==> config.mk <==
export PLATFORM = sky130hd
export DESIGN_NAME = ps2_host_tx
export DESIGN_NICKNAME = d
export VERILOG_FILES = /design/src/rtl/ps2_host_tx.sv
export SDC_FILE = /design/constraint.sdc
export NUM_CORES = 1
export LEC_CHECK = 0
export ABC_AREA = 1
export CORE_MARGIN = 8
export CORE_UTILIZATION = 30
export CTS_CLUSTER_DIAMETER = 60
export DETAILED_ROUTE_END_ITERATION = 12
export REMOVE_ABC_BUFFERS = 1
export SYNTH_ARGS = -nofsm -noshare
export SYNTH_HDL_FRONTEND = slang
export SYNTH_SLANG_ARGS = --single-unit
==> constraint.sdc <==
create_clock -name clk -period 1.76 [get_ports clk]
set_input_delay 0.176 -clock clk [delete_from_list [all_inputs] [get_ports clk]]
set_output_delay 0.176 -clock clk [all_outputs]
set_load 0.01 [all_outputs]
==> src/rtl/ps2_host_tx.sv <==
// ps2_host_tx: PS/2 host-to-device command byte transmitter.
// Define PS2_TX_RETRY_EN to retransmit once after a NAK or timeout.
module ps2_host_tx #(
  parameter int INHIBIT_CYCLES = 5000,
  parameter int TIMEOUT_CYCLES = 1000000,
  parameter int FILTER_LEN     = 8
) (
  input  logic       clk,
  input  logic       ar,
  input  logic [7:0] tx_data,
  input  logic       tx_valid,
  output logic       tx_ready,
  output logic       tx_done,
  output logic       tx_err,
  output logic [1:0] err_code,
  input  logic       ps2_clk_in,
  input  logic       ps2_dat_in,
  output logic       ps2_clk_oe,
  output logic       ps2_dat_oe
);

  localparam int IW = $clog2(INHIBIT_CYCLES + 1);
  localparam int TW = $clog2(TIMEOUT_CYCLES + 1);
  localparam logic [IW-1:0] INH_LAST = IW'(INHIBIT_CYCLES - 1);
  localparam logic [TW-1:0] TO_LAST  = TW'(TIMEOUT_CYCLES - 1);

  typedef enum logic [2:0] {
    IDLE,
    INHIBIT,
    REQ,
    SEND,
    ACK,
    WAIT_REL
  } state_t;

  state_t                state;
  logic [FILTER_LEN-1:0] sreg;
  logic                  filt;
  logic                  filt_q;
  logic                  fall;
  logic [9:0]            shift;
  logic [3:0]            bit_idx;
  logic [IW-1:0]         inh_cnt;
  logic [TW-1:0]         to_cnt;
  logic                  timing;
  logic                  to_hit;
  logic                  nak;
  logic                  fail;
  logic [1:0]            fail_code;
`ifdef PS2_TX_RETRY_EN
  logic                  retried;
`endif

  // Reset to all-ones so leaving reset never looks like a falling edge
  always_ff @(posedge clk) begin
    if (ar) begin
      sreg   <= '1;
      filt   <= 1'b1;
      filt_q <= 1'b1;
    end else begin
      sreg   <= {sreg[FILTER_LEN-2:0], ps2_clk_in};
      if (&sreg)
        filt <= 1'b1;
      else if (~|sreg)
        filt <= 1'b0;
      filt_q <= filt;
    end
  end

  assign fall   = filt_q & ~filt;
  assign timing = (state == SEND) || (state == ACK) ||
                  (state == WAIT_REL);
  assign to_hit = timing && (to_cnt == TO_LAST);
  assign nak    = (state == ACK) && fall && ps2_dat_in;
  assign fail   = to_hit | nak;
  assign fail_code = to_hit ? 2'b10 : 2'b01;

  always_ff @(posedge clk) begin
    if (ar) begin
      state      <= IDLE;
      tx_ready   <= 1'b1;
      tx_done    <= 1'b0;
      tx_err     <= 1'b0;
      err_code   <= 2'b00;
      ps2_clk_oe <= 1'b0;
      ps2_dat_oe <= 1'b0;
      shift      <= '0;
      bit_idx    <= '0;
      inh_cnt    <= '0;
      to_cnt     <= '0;
`ifdef PS2_TX_RETRY_EN
      retried    <= 1'b0;
`endif
    end else begin
      tx_done <= 1'b0;
      tx_err  <= 1'b0;
      if (timing)
        to_cnt <= to_cnt + TW'(1);
      // Timeout outranks a clock fall landing in the same cycle
      if (fail) begin
`ifdef PS2_TX_RETRY_EN
        if (!retried) begin
          retried    <= 1'b1;
          state      <= INHIBIT;
          inh_cnt    <= '0;
          ps2_clk_oe <= 1'b1;
          ps2_dat_oe <= 1'b0;
        end else begin
`else
        begin
`endif
          state      <= IDLE;
          tx_err     <= 1'b1;
          err_code   <= fail_code;
          ps2_clk_oe <= 1'b0;
          ps2_dat_oe <= 1'b0;
        end
      end else begin
        unique case (state)
          IDLE: begin
`ifdef PS2_TX_RETRY_EN
            retried <= 1'b0;
`endif
            if (tx_ready && tx_valid) begin
              shift      <= {1'b1, ~^tx_data, tx_data};
              inh_cnt    <= '0;
              ps2_clk_oe <= 1'b1;
              tx_ready   <= 1'b0;
              state      <= INHIBIT;
            end else begin
              tx_ready   <= 1'b1;
            end
          end
          INHIBIT: begin
            if (inh_cnt == INH_LAST) begin
              ps2_dat_oe <= 1'b1;
              state      <= REQ;
            end else begin
              inh_cnt <= inh_cnt + IW'(1);
            end
          end
          REQ: begin
            ps2_clk_oe <= 1'b0;
            bit_idx    <= '0;
            to_cnt     <= '0;
            state      <= SEND;
          end
          SEND: begin
            if (fall) begin
              ps2_dat_oe <= ~shift[bit_idx];
              bit_idx    <= bit_idx + 4'd1;
              if (bit_idx == 4'd9)
                state <= ACK;
            end
          end
          ACK: begin
            if (fall)
              state <= WAIT_REL;
          end
          WAIT_REL: begin
            if (filt && ps2_dat_in) begin
              tx_done <= 1'b1;
              state   <= IDLE;
            end
          end
          default: state <= IDLE;
        endcase
      end
    end
  end

endmodule
== After elaboration in Yosys (flattened, before gate mapping) ==
Index checks and enable logic that the tools add are counted.

* Eq/ne operators: 15
* Multiplexer cells: 26
* Bitwise gates (word level): 6
* Reductions and logical operators: 25
* Order comparisons: 1
* $add $sub $neg: 3

{| class="wikitable"
|+ Operator list
! kind !! count
|-
| 20-bit 2-to-1 mux || 3
|-
| 13-bit 2-to-1 mux || 2
|-
| 13-bit one-hot mux with 2 select lines || 1
|-
| 20-bit by 1-bit adder with 20-bit output, second input constant || 1
|-
| 20-bit equality test, second input constant || 1
|-
| 3-bit 2-to-1 mux || 6
|-
| 3-bit one-hot mux with 6 select lines || 1
|-
| 13-bit by 1-bit adder with 13-bit output, second input constant || 1
|-
| 13-bit equality test, second input constant || 1
|-
| 2-bit inequality test, second input constant || 5
|-
| 3-bit AND reduction || 3
|-
| 4-bit one-hot mux with 2 select lines || 1
|-
| 8-bit AND reduction || 1
|-
| 2-bit nonzero test || 4
|-
| 8-bit OR reduction || 1
|-
| 8-bit XNOR reduction || 1
|-
| 1-bit 2-to-1 mux || 7
|-
| 3-bit by 2-bit equality test with 1-bit output, second input constant || 2
|-
| 3-bit equality test, second input constant || 2
|-
| 6-bit AND reduction || 1
|-
| 1-bit logical AND || 5
|-
| 4-bit by 5-bit less-than comparator with 1-bit output, second input constant || 1
|-
| 4-bit by 1-bit adder with 4-bit output, second input constant || 1
|-
| 1-bit binary-select mux with 4-bit select || 1
|-
| other kinds (15) || 23
|}

* Output and inout bits: 7
* Word-level logic and storage cells: 90
* Input bits: 13
* Register bits: 67

== Longest topological paths before layout ==
Gate-level depths: netlist (run 1).

* Depth in word-level cells: 7
* Depth in mapped cells: 12
* Gate-level depth less buffers: 12

== Worst setup path before layout (run 1) ==
Ideal clock, no wire load.

* Kind: register to register
* From: register to_cnt[0]
* To: register to_cnt[18]
* Library setup time: 59 ps
* Cell stages (with the launch flop): 11
* Slack: 275 ps
* Arrival: 1,426 ps
* Required time: 1,701 ps
* Period minus slack after synthesis: 1,485 ps
* Path buffers: 0
* Path through: dfxtp_1 -> ha_1 -> nand2_1 -> inv_1 -> nand2_1 -> nor2_1 -> nand2_4 -> nor2_4 -> nand2_1 -> o21ai_0 -> and2_1

* Longest elaborated chain between the ends: 4
* Elaborated cells on any way between the ends: 7
* Those cells by class: add/sub (1); eq/ne (1); mux (3); bitwise (1); reduce/logical (1)

{| class="wikitable"
|+ RTL lines
! element !! RTL line !! RTL
|-
| from (decl) || 44 || <nowiki>logic [TW-1:0] to_cnt;</nowiki>
|-
| from (signal assigned) || 98 || <nowiki>to_cnt <= to_cnt + TW'(1);</nowiki>
|-
| 20-bit by 1-bit adder with 20-bit output / 20-bit equality test (equally long branches) || 98, 73 ||
|-
| 20-bit 2-to-1 mux / 1-bit logical AND (equally long branches) || 97, 73 ||
|-
| 20-bit 2-to-1 mux / 1-bit bitwise OR (equally long branches) || 119, 75 ||
|-
| 20-bit 2-to-1 mux (*) || 100 || <nowiki>if (fail) begin</nowiki>
|}

Mark *: on every way between the ends. The rest lies on a longest branch, timed or not.
A chain may end at the register's enable or synchronous reset.

== Worst setup path in the final report (run 1) ==
* From: register to_cnt[0]
* To: register to_cnt[12]

Same word-level chain as after synthesis.

==> summary.md, run 1 <==
| Metric | Value |
|---|---|
| Mux share of post-synthesis cell area | `0%` |
| Vias per inst | `4.608` |
| Synth Area in Adders | `1.478%` |
| Setup Buffers After CTS | `0` |
| Synth Instances | `between 400 and 500` |
| Full die area | `between 0.01 and 0.015 mm2` |
| Worst-margin pin slew | `0.3483 ns` |
| Arrival time worst endpoint | `1.86 ns` |
| Synth Register Bits | `between 60 and 70` |
| HPWL Detailed | `5386 um` |
| Most common cell after layout, fill and taps aside | `nand2_1` |
| Outcome | `finished clean` |
| Hold Path Class | `in -> reg` |
| Final Net Count | `about 540` |
| Final GP Congestion | `0.8095` |
| Fin cells | `665` |
| Post-Synth Simple-Gate Area | `34.18%` |
| Setup tns final | `0 ns` |
| WL/cell | `11.23 um` |
| DIE WIDTH | `122.2 um` |
| Worst hold slack | `around 0.4 ns` |
| Place WS | `0.08007 ns` |
| WP data required | `2.03 ns` |
| Delay-heaviest family, CP | `simple AND/OR/NAND/NOR gates` |
| Core footprint | `roughly 0.011 mm2` |
| Most frequent cells in the layout | `nand2_1 (119), dfxtp_1 (65), inv_1 (58)` |
| Max-Cap Viols | `0` |
| Sequential area share after synthesis | `39.62%` |
| DRT iter0 DRCs | `207` |
| Port bufs | `19` |
| Peak Freq | `630.8 MHz` |
| DR pass1 iterations | `4` |
| Clock Pin Slew Worst Setup and Hold Paths | `~0.06 ns` |
| Core Rows | `38` |
| CTS buffer count | `9` |
| Placed cell count | `~650` |
| Rel. slew slack | `76.60%` |
| Initial antenna violation count | `0` |
| Critical path's slowest cell | `dfxtp_1` |
| Pwr dens | `1182 mW/mm2` |
| Vias in the first global route | `2943` |
| CTS Buffer Depth | `2` |
| Largest net degree at the start of global routing | `22` |
| Fin. max-slew vios | `0` |
| Final Skew | `0.005283 ns` |
| Final period utilization | `90.08%` |
| H-tree depth | `3` |
| Average cell area after synthesis | `approximately 6.9 um2` |
| Max VDD drop | `571.7 uV` |
| DR DRC count | `0` |
| Critical Setup Path Class | `reg -> reg` |
| ANT cells | `0` |
| Post-Synthesis Cell Area | `roughly 0.0034 mm2` |
| Clk sinks | `67` |
| Synth cell types | `37` |
| Post-synthesis compound-gate area fraction | `between 10 and 15%` |
| GRT Util Overall | `10.77%` |
| Worst-path cell chain | `ha_1 > nand2_1 > inv_1 > nand2_1 > nor2_4 > nand2_4 > nor2_4 > nand2_2 > o21ai_2 > and2_1` |
| FF-to-FF setup slack | `0.17 ns` |
| Top FF cell, synth | `dfxtp_1` |
| CTS tree | `yes` |
| Share of cells above drive strength 1 | `roughly 11%` |
| Latest clock arrival within the worst-skew pair | `about 0.33 ns` |
| Hold buffers post-CTS | `0` |
| Critical Path Source Type | `flop` |
| Final WS setup | `0.1746 ns` |
| First-pass GRT wire length | `roughly 13000 um` |
| I/O pin cnt | `20` |
| Synth Area in XOR/XNOR | `about 4.4%` |
| Die H | `between 100 and 150 um` |
| Number of flops mapped to enable cells by yosys | `0` |
| Synth-to-Final Area Change | `21.66%` |
| Final min period | `~1.6 ns` |
| CP max stage delay | `0.37 ns` |
| RSZ-0062 raised after global routing | `false` |
| CP endpoint kind | `flop` |
| Final hold vios | `0` |
| Final setup viols | `0` |
| Static Leak | `between 1.5 and 2 nW` |
| Initial Utilization | `30.96%` |
| Largest family of logic cells by synthesized area | `simple AND/OR/NAND/NOR gates` |
| Asr flop ratio synth | `0%` |
| Clock root buffer | `clkbuf_16` |
| DR vias | `around 3100` |
| Final core occ | `37.67%` |
| Crit Path Max Fanout | `5` |
| Yosys Warn Count | `0` |
| Overflow after GRT | `0` |
| DRT Wirelength | `around 7500 um` |
| Antenna viol nets, final | `0` |
| Crit path buffers/inverters | `1` |
power breakdown:
| part | leakage [nW] | switching (mW) | internal, mW |
|---|---|---|---|
| clock | 0.150 | 0.695 | 1.15 |
| sequential | 0.545 | 0.132 | 1.68 |
| combinational | 0.981 | 0.748 | 0.460 |
| total | 1.68 | 1.58 | 3.29 |
per-layer routing:
layer | track usage (%) | wire [um] | vias to the layer above
li1 | - | - | 1633
met1 | 13.33 | 3716 | 1379
met2 | 16.91 | 3361 | 47
met3 | 4.088 | 308 | 5
met4 | 3.580 | 79 | 0
met5 | 0 | 0 | -
cell families (layout without fill, tap and decap cells):
group	Yosys count	in the layout
adder cells (fa/ha/maj)	4	4
XOR/XNOR	17	17
AO/OA/AOI/OAI	72	72
AND/OR/NAND/NOR	252	252
buffers and inverters	78	113
flip-flops	67	67
layout make-up:
type,instances,area (um2)
clock buffers,10,239.0
clock inverters,6,72.57
fillers,1163,6817
inverters,65,244.0
multi-input cells,345,1757
flip-flops and latches,67,1344
well taps,140,175.2
repair buffers,32,287.8
per-stage QoR:
step | total power, mW | cell area [um2]
finish | 4.867 | 4119
global route | 5.201 | 4119
CTS | 4.913 | 4100
detailed placement | 3.031 | 3786
global placement | 3.010 | 3786
floorplan | 2.606 | 3323
timing repair:
item / in CTS / in global routing
gates resized for setup: 1 / 8
setup endpoints to repair: 1 / 10
gates cloned: 0 / 0
synthesized netlist by cell type (4+ instances only):
| cell | n | area, um2 |
|---|---|---|
| nor3_1 | 10 | 50.05 |
| nand2_1 | 120 | 450.4 |
| nand3b_1 | 4 | 30.03 |
| o21ai_0 | 24 | 120.1 |
| inv_2 | 5 | 18.77 |
| clkbuf_1 | 8 | 30.03 |
| xor2_1 | 9 | 78.83 |
| nand4_1 | 9 | 56.30 |
| nand3_1 | 32 | 160.2 |
| a21oi_1 | 40 | 200.2 |
| ha_1 | 4 | 50.05 |
| xnor2_1 | 8 | 70.07 |
| nor3b_1 | 4 | 30.03 |
| nor2_1 | 54 | 202.7 |
| inv_1 | 59 | 221.5 |
| dfxtp_1 | 67 | 1341 |
registers in the layout, summed over array words and instances (netlist names):
signal      count
to_cnt         20
inh_cnt        13
shift          10
sreg            8
bit_idx         4
state           3
err_code        2
filt            1
filt_q          1
ps2_clk_oe      1
ps2_dat_oe      1
tx_done         1
tx_err          1
tx_ready        1
worst paths after layout:
path,to,cells past startpoint,start
hold reg to reg,shift[4],2,shift[4]
setup reg to reg,to_cnt[12],10,to_cnt[0]
setup / recovery,to_cnt[12],10,to_cnt[0]
hold / removal,sreg[0],2,ps2_clk_in
(Power assumes the default switching activity.)
==> inputs of run 2 (changes only) <==
Settings changed: PLACE_DENSITY from default to 0.52.
==> summary.md, run 2 (synthesis results as in run 1) <==
| Metric | Value |
|---|---|
| Peak Freq | `645.1 MHz` |
| Clock Pin Slew Worst Setup and Hold Paths | `0.06 ns` |
| Synth-to-Final Area Change | `22.80%` |
| RSZ-0062 raised after global routing | `false` |
| Final period utilization | `88.07%` |
| Pwr dens | `1202 mW/mm2` |
| Outcome | `finished clean` |
| Die H | `about 120 um` |
| Largest net degree at the start of global routing | `22` |
| Critical Setup Path Class | `reg -> reg` |
| Share of cells above drive strength 1 | `between 10 and 15%` |
| Depth of the most critical reg-to-reg path | `8` |
| Final Skew | `around 0.0071 ns` |
| HPWL Detailed | `5650 um` |
| Full die area | `roughly 0.015 mm2` |
| Final GP Congestion | `0.8465` |
| H-tree depth | `3` |
| Static Leak | `1.700 nW` |
| Top reg by flops | `to_cnt` |
| WP data required | `2.03 ns` |
| Core Rows | `38` |
| GRT Util Overall | `11.12%` |
| DRT Wirelength | `7531 um` |
| DR pass1 iterations | `5` |
| Rel. slew slack | `74.39%` |
| DRT iter0 DRCs | `181` |
| Worst-path cell chain | `ha_1 > nand2_1 > nor2_1 > nand4_2 > nand2_2 > buf_4 > nand2_1 > a21oi_1` |
| Vias in the first global route | `around 3000` |
| Max-Cap Viols | `0` |
| Port bufs | `19` |
| Final hold vios | `0` |
| Worst-margin pin slew | `0.3812 ns` |
| CTS resizes | `0` |
| Antenna viol nets, final | `0` |
| Critical path's slowest cell | `dfxtp_1` |
| Final setup viols | `0` |
| FF/Latch Area | `0.001344 mm2` |
| CTS Buffer Depth | `2` |
| DR vias | `3069` |
| FF-to-FF Start | `inh_cnt[1]` |
| CTS buffer count | `9` |
| Hold Path Class | `in -> reg` |
| Clock root buffer | `clkbuf_16` |
| Arrival time worst endpoint | `about 1.8 ns` |
| CP endpoint kind | `flop` |
| Largest registers | `to_cnt: 20 flops, inh_cnt: 13 flops, shift: 10 flops` |
| Worst Hold Depth | `2` |
| Overflow after GRT | `0` |
| Critical R2R Capture | `inh_cnt[3]` |
| Final Net Count | `around 540` |
| Hold buffers post-CTS | `0` |
| Fin. max-slew vios | `0` |
| Worst Hold Path EP | `sreg[0]` |
| Top cell by count, worst path | `nand2_1` |
| Crit Path Max Fanout | `6` |
| Latest clock arrival within the worst-skew pair | `0.33 ns` |
| First-pass GRT wire length | `about 13000 um` |
| I/O pin cnt | `20` |
| Initial Utilization | `30.96%` |
| Most frequent cells in the layout | `nand2_1 (119), dfxtp_1 (65), inv_1 (59)` |
| DR DRC count | `0` |
| WL/cell | `11.29 um` |
| FF-to-FF setup slack | `0.21 ns` |
| Setup tns final | `0 ns` |
| Largest register FFs | `20` |
| Vias per inst | `4.601` |
| CP max stage delay | `around 0.36 ns` |
| Clk sinks | `67` |
| Setup Buffers After CTS | `0` |
| Max VDD drop | `578.9 uV` |
| DIE WIDTH | `roughly 120 um` |
| Critical Path Source Type | `flop` |
| Most common cell after layout, fill and taps aside | `nand2_1` |
| Footprint of the multi-input gates | `0.001750 mm2` |
| ANT cells | `0` |
| Final min period | `1.550 ns` |
| Hold Startpoint | `ps2_clk_in` |
| Pwr Total | `4.999 mW` |
| Filler cell count | `1173` |
| CTS tree | `yes` |
| Core footprint | `approximately 0.011 mm2` |
| Initial antenna violation count | `0` |
[run 2: changes by cell type in the layout (fill, tap and decap cells not counted), sizes merged]
cell / change
buf: +2
clkinv: -1
clkbuf: +2
bufinv: +1
inv: -2
[run 2: critical path: cells and delay by family (launching register included)]
| kind | cells | cell delay (ns) |
|---|---|---|
| and+or+nand+nor | 5 | 0.65 |
| buffers and inverters | 1 | 0.15 |
| DFF | 1 | 0.36 |
| adders and majority gates | 1 | 0.19 |
| AOI/OAI and AO/OA | 1 | 0.13 |
[run 2: final cells by class]
| type | instances | share of cell area [%] |
|---|---|---|
| clock inverters | 4 | 1.745 |
| flip-flops and latches | 67 | 32.32 |
| well taps | 140 | 4.213 |
| clock buffers | 12 | 6.169 |
| repair buffers | 34 | 7.583 |
| inverters | 65 | 5.868 |
| multi-input cells | 345 | 42.10 |
[run 2: power by group]
part / internal [mW] / total [mW] / switching (mW) / leakage [nW]
registers: 1.68 / 1.80 / 0.116 / 0.545
logic: 0.482 / 1.23 / 0.752 / 0.997
clock network: 1.31 / 1.96 / 0.649 / 0.159
total: 3.48 / 5.00 / 1.52 / 1.70
[run 2: metal layers]
layer	global-route usage, %	routed length, um
met4	4.874	117
met3	3.904	281
met5	0	0
met1	13.52	3706
met2	17.46	3426
[run 2: through the flow]
stage | hold slack, ns | instances | util, % | setup WS [ns] | area, um2
5_1_grt | 0.4240 | 667 | 38.02 | 0.002938 | 4158
6_report | 0.4049 | 667 | 38.02 | 0.2099 | 4158
2_1_floorplan | 0.2451 | 477 | - | 0.007642 | 3323
3_5_place_dp | 0.4346 | 651 | 34.87 | 0.1310 | 3814
4_1_cts | 0.3879 | 667 | 37.88 | 0.1181 | 4143
3_3_place_gp | 0.4298 | 651 | 34.87 | 0.1689 | 3814
[run 2: worst max-delay path by stage]
stage	cells past startpoint	end	slack (ns)	startpoint
finish	8	inh_cnt[3]	0.21	inh_cnt[1]
CTS	10	tx_done	0.12	state[2]
detailed placement	10	tx_done	0.13	state[2]
global placement	10	to_cnt[12]	0.17	to_cnt[0]
floorplan	10	inh_cnt[7]	0.008	state[1]
global route	8	inh_cnt[1]	0.003	inh_cnt[1]
==> inputs of run 3 (changes only) <==
Settings changed: CTS_CLUSTER_SIZE from default to 12.
==> results of run 3 <==
The final DEF is identical to that of run 2; final timing and power are the same.
==> variant (settings of run 3) <==
Re-encode `state_t` (6 states) as Gray code, 3 bits wide.
--- a/src/rtl/ps2_host_tx.sv
+++ b/src/rtl/ps2_host_tx.sv
@@ -27,8 +27,8 @@
   typedef enum logic [2:0] {
-    IDLE,
-    INHIBIT,
-    REQ,
-    SEND,
-    ACK,
-    WAIT_REL
+    IDLE     = 3'b000,
+    INHIBIT  = 3'b001,
+    REQ      = 3'b011,
+    SEND     = 3'b010,
+    ACK      = 3'b110,
+    WAIT_REL = 3'b111
   } state_t;
Formal check against the unedited RTL: same outputs for any inputs over 10 cycles, from zero or initial values; not proved beyond that.
==> variant against run 3 <==
Synthesized cell count rose by 1.6%; area after synthesis up 1.4%; die area rose by 1.2%; setup slack better by 0.0052 ns; design area decreased by 0.21%; cell count is 1.3% higher; sequential cell count unchanged; power is 0.99% lower; critical path depth did not move; wire length rose by 3.0%; via count fell by 0.16%.
==> variant: results (changes against run 3) <==
- CTS clk-pin slew, worst paths: 0.05 ns
- CTS Buf Count: 9 (unchanged)
- GPL Wtd Cong: 0.836 (-1.2%)
- Max Slew Vio Count: 0 (unchanged)
- Worst vdd ir: 0.721 mV (+25%)
- CP Data Arrival Time: 1.80 ns (-0.02 ns)
- Post-synth EDFFs: 0 (unchanged)
- Iteration-0 DRC Markers: 138 (-24%)
- Drt via density: 4.53 (-1.5%)
- Layout fillers: 1202 (+2.5%)
- Share of layout cells above drive strength 1: 11.1% (+0.064 points)
- First-pass GRT wire length: 13.4 mm (+0.16%)
- I/O Buffers: 19 (unchanged)
- Post-synth top cells: nand2_1 (131), dfxtp_1 (67), inv_1 (63)
- Synth Warn #: 0 (unchanged)
- Worst Tran Pin Value: 0.415 ns (+0.0339 ns)
- Clock root buffer master: clkbuf_16
- Antenna Cells: 0 (unchanged)
- Worst Path Max Fanout: 18 (+12)
- Post_cts resized: 0 (unchanged)
- GR Util All Layers: 11.0% (-0.082 points)
- Top Registers: to_cnt (20), inh_cnt (13), shift (10)
- Synth area leaders: dfxtp_1 (39%), nand2_1 (14%), inv_1 (6.9%), nand3_1 (5.5%), a21oi_1 (5.2%)
- CP max-delay cell: dfxtp_1
- Sequential area share after synthesis: 39.1% (-0.56 points)
- Clk buf depth: 2 (unchanged)
- FFs w/ async S/R, synth: 0% (unchanged)
- Leakage power: 1.78 nW (+4.9%)
- Worst Skew: 0.00480 ns (-0.00232 ns)
- Final nets: 545 (+1.1%)
- Worst path top cell family by delay: simple AND/OR/NAND/NOR gates
- CP max stage delay: 0.47 ns (+0.11 ns)
- Pre-Repair DR Iteration Count: 4 (-1)
- Outcome: finished clean
- P_sw: 1.53 mW (+0.62%)
- Setup Total Neg Slack: 0 ns (unchanged)
- WL/cell: 11.5 um (+1.6%)
- H-tree depth: 3 (unchanged)
- Initial antenna violation count: 0 (unchanged)
- Post-CTS setup buffers: 0 (unchanged)
- Synth cell types: 34 (-8.1%)
- HP Class: primary input to register
- Clk_lat worst skew: 0.32 ns
- Post-DP HPWL: 5.96 mm (+5.5%)
- Largest net degree at the start of global routing: 19 (-14%)
- Vias in the first global route: 2864 (-3.8%)
==> variant: per-layer routing <==
layer	GRT usage (%)	up-vias	routed length, um
met5	0	-	0
met4	3.61	0	91
met3	3.47	7	359
met2	17.5	46	3500
met1	14.0	1358	3810
li1	-	1653	-
==> variant: cell families after synthesis <==
group / Yosys count / share of synthesized area (%)
compound gates: 61 / 9.25
fa+ha+maj: 4 / 1.46
flops: 67 / 39.1
xor+xnor: 15 / 3.83
simple gates: 273 / 37.3
buf+inv: 78 / 9.11
==> variant: final cells by class <==
cell class              count  area, um2  share of cell area, %
inverters                  70        263                   6.33
clock inverters             5       75.1                   1.81
repair buffers             27        250                   6.03
flip-flops and latches     67       1340                   32.3
multi-input cells         353       1790                   43.1
clock buffers              11        253                   6.09
well taps                 143        179                   4.31
==> variant: power groups by stage <==
stage,combinational [mW],clock (mW),sequential (mW)
after floorplan,0.849,0,1.85
after global placement,1.20,0,1.85
after detailed placement,1.20,0,1.86
after CTS,1.21,1.99,1.83
after global routing,1.36,2.05,1.85
final,1.20,1.93,1.82
==> variant: worst paths after layout <==
kind              slack (ns)  depth (start not counted)        from         end
setup / recovery        0.22                          8    state[1]  inh_cnt[4]
setup reg to reg        0.22                          8    state[1]  inh_cnt[4]
hold / removal          0.42                          2  ps2_clk_in     sreg[0]
hold reg to reg         0.44                          1     sreg[5]     sreg[6]
==> variant: through the flow <==
stage          hold slack (ns)  instance area [um2]  utilization (%)  setup slack, ns  cells
3_5_place_dp             0.424                 3810             33.8            0.190    660
6_report                 0.420                 4150             36.8            0.215    676
4_1_cts                  0.411                 4140             36.7            0.180    676
2_1_floorplan            0.245                 3380                -            0.332    490
5_1_grt                  0.434                 4150             36.8           0.0164    676
3_3_place_gp             0.424                 3810             33.8            0.194    660
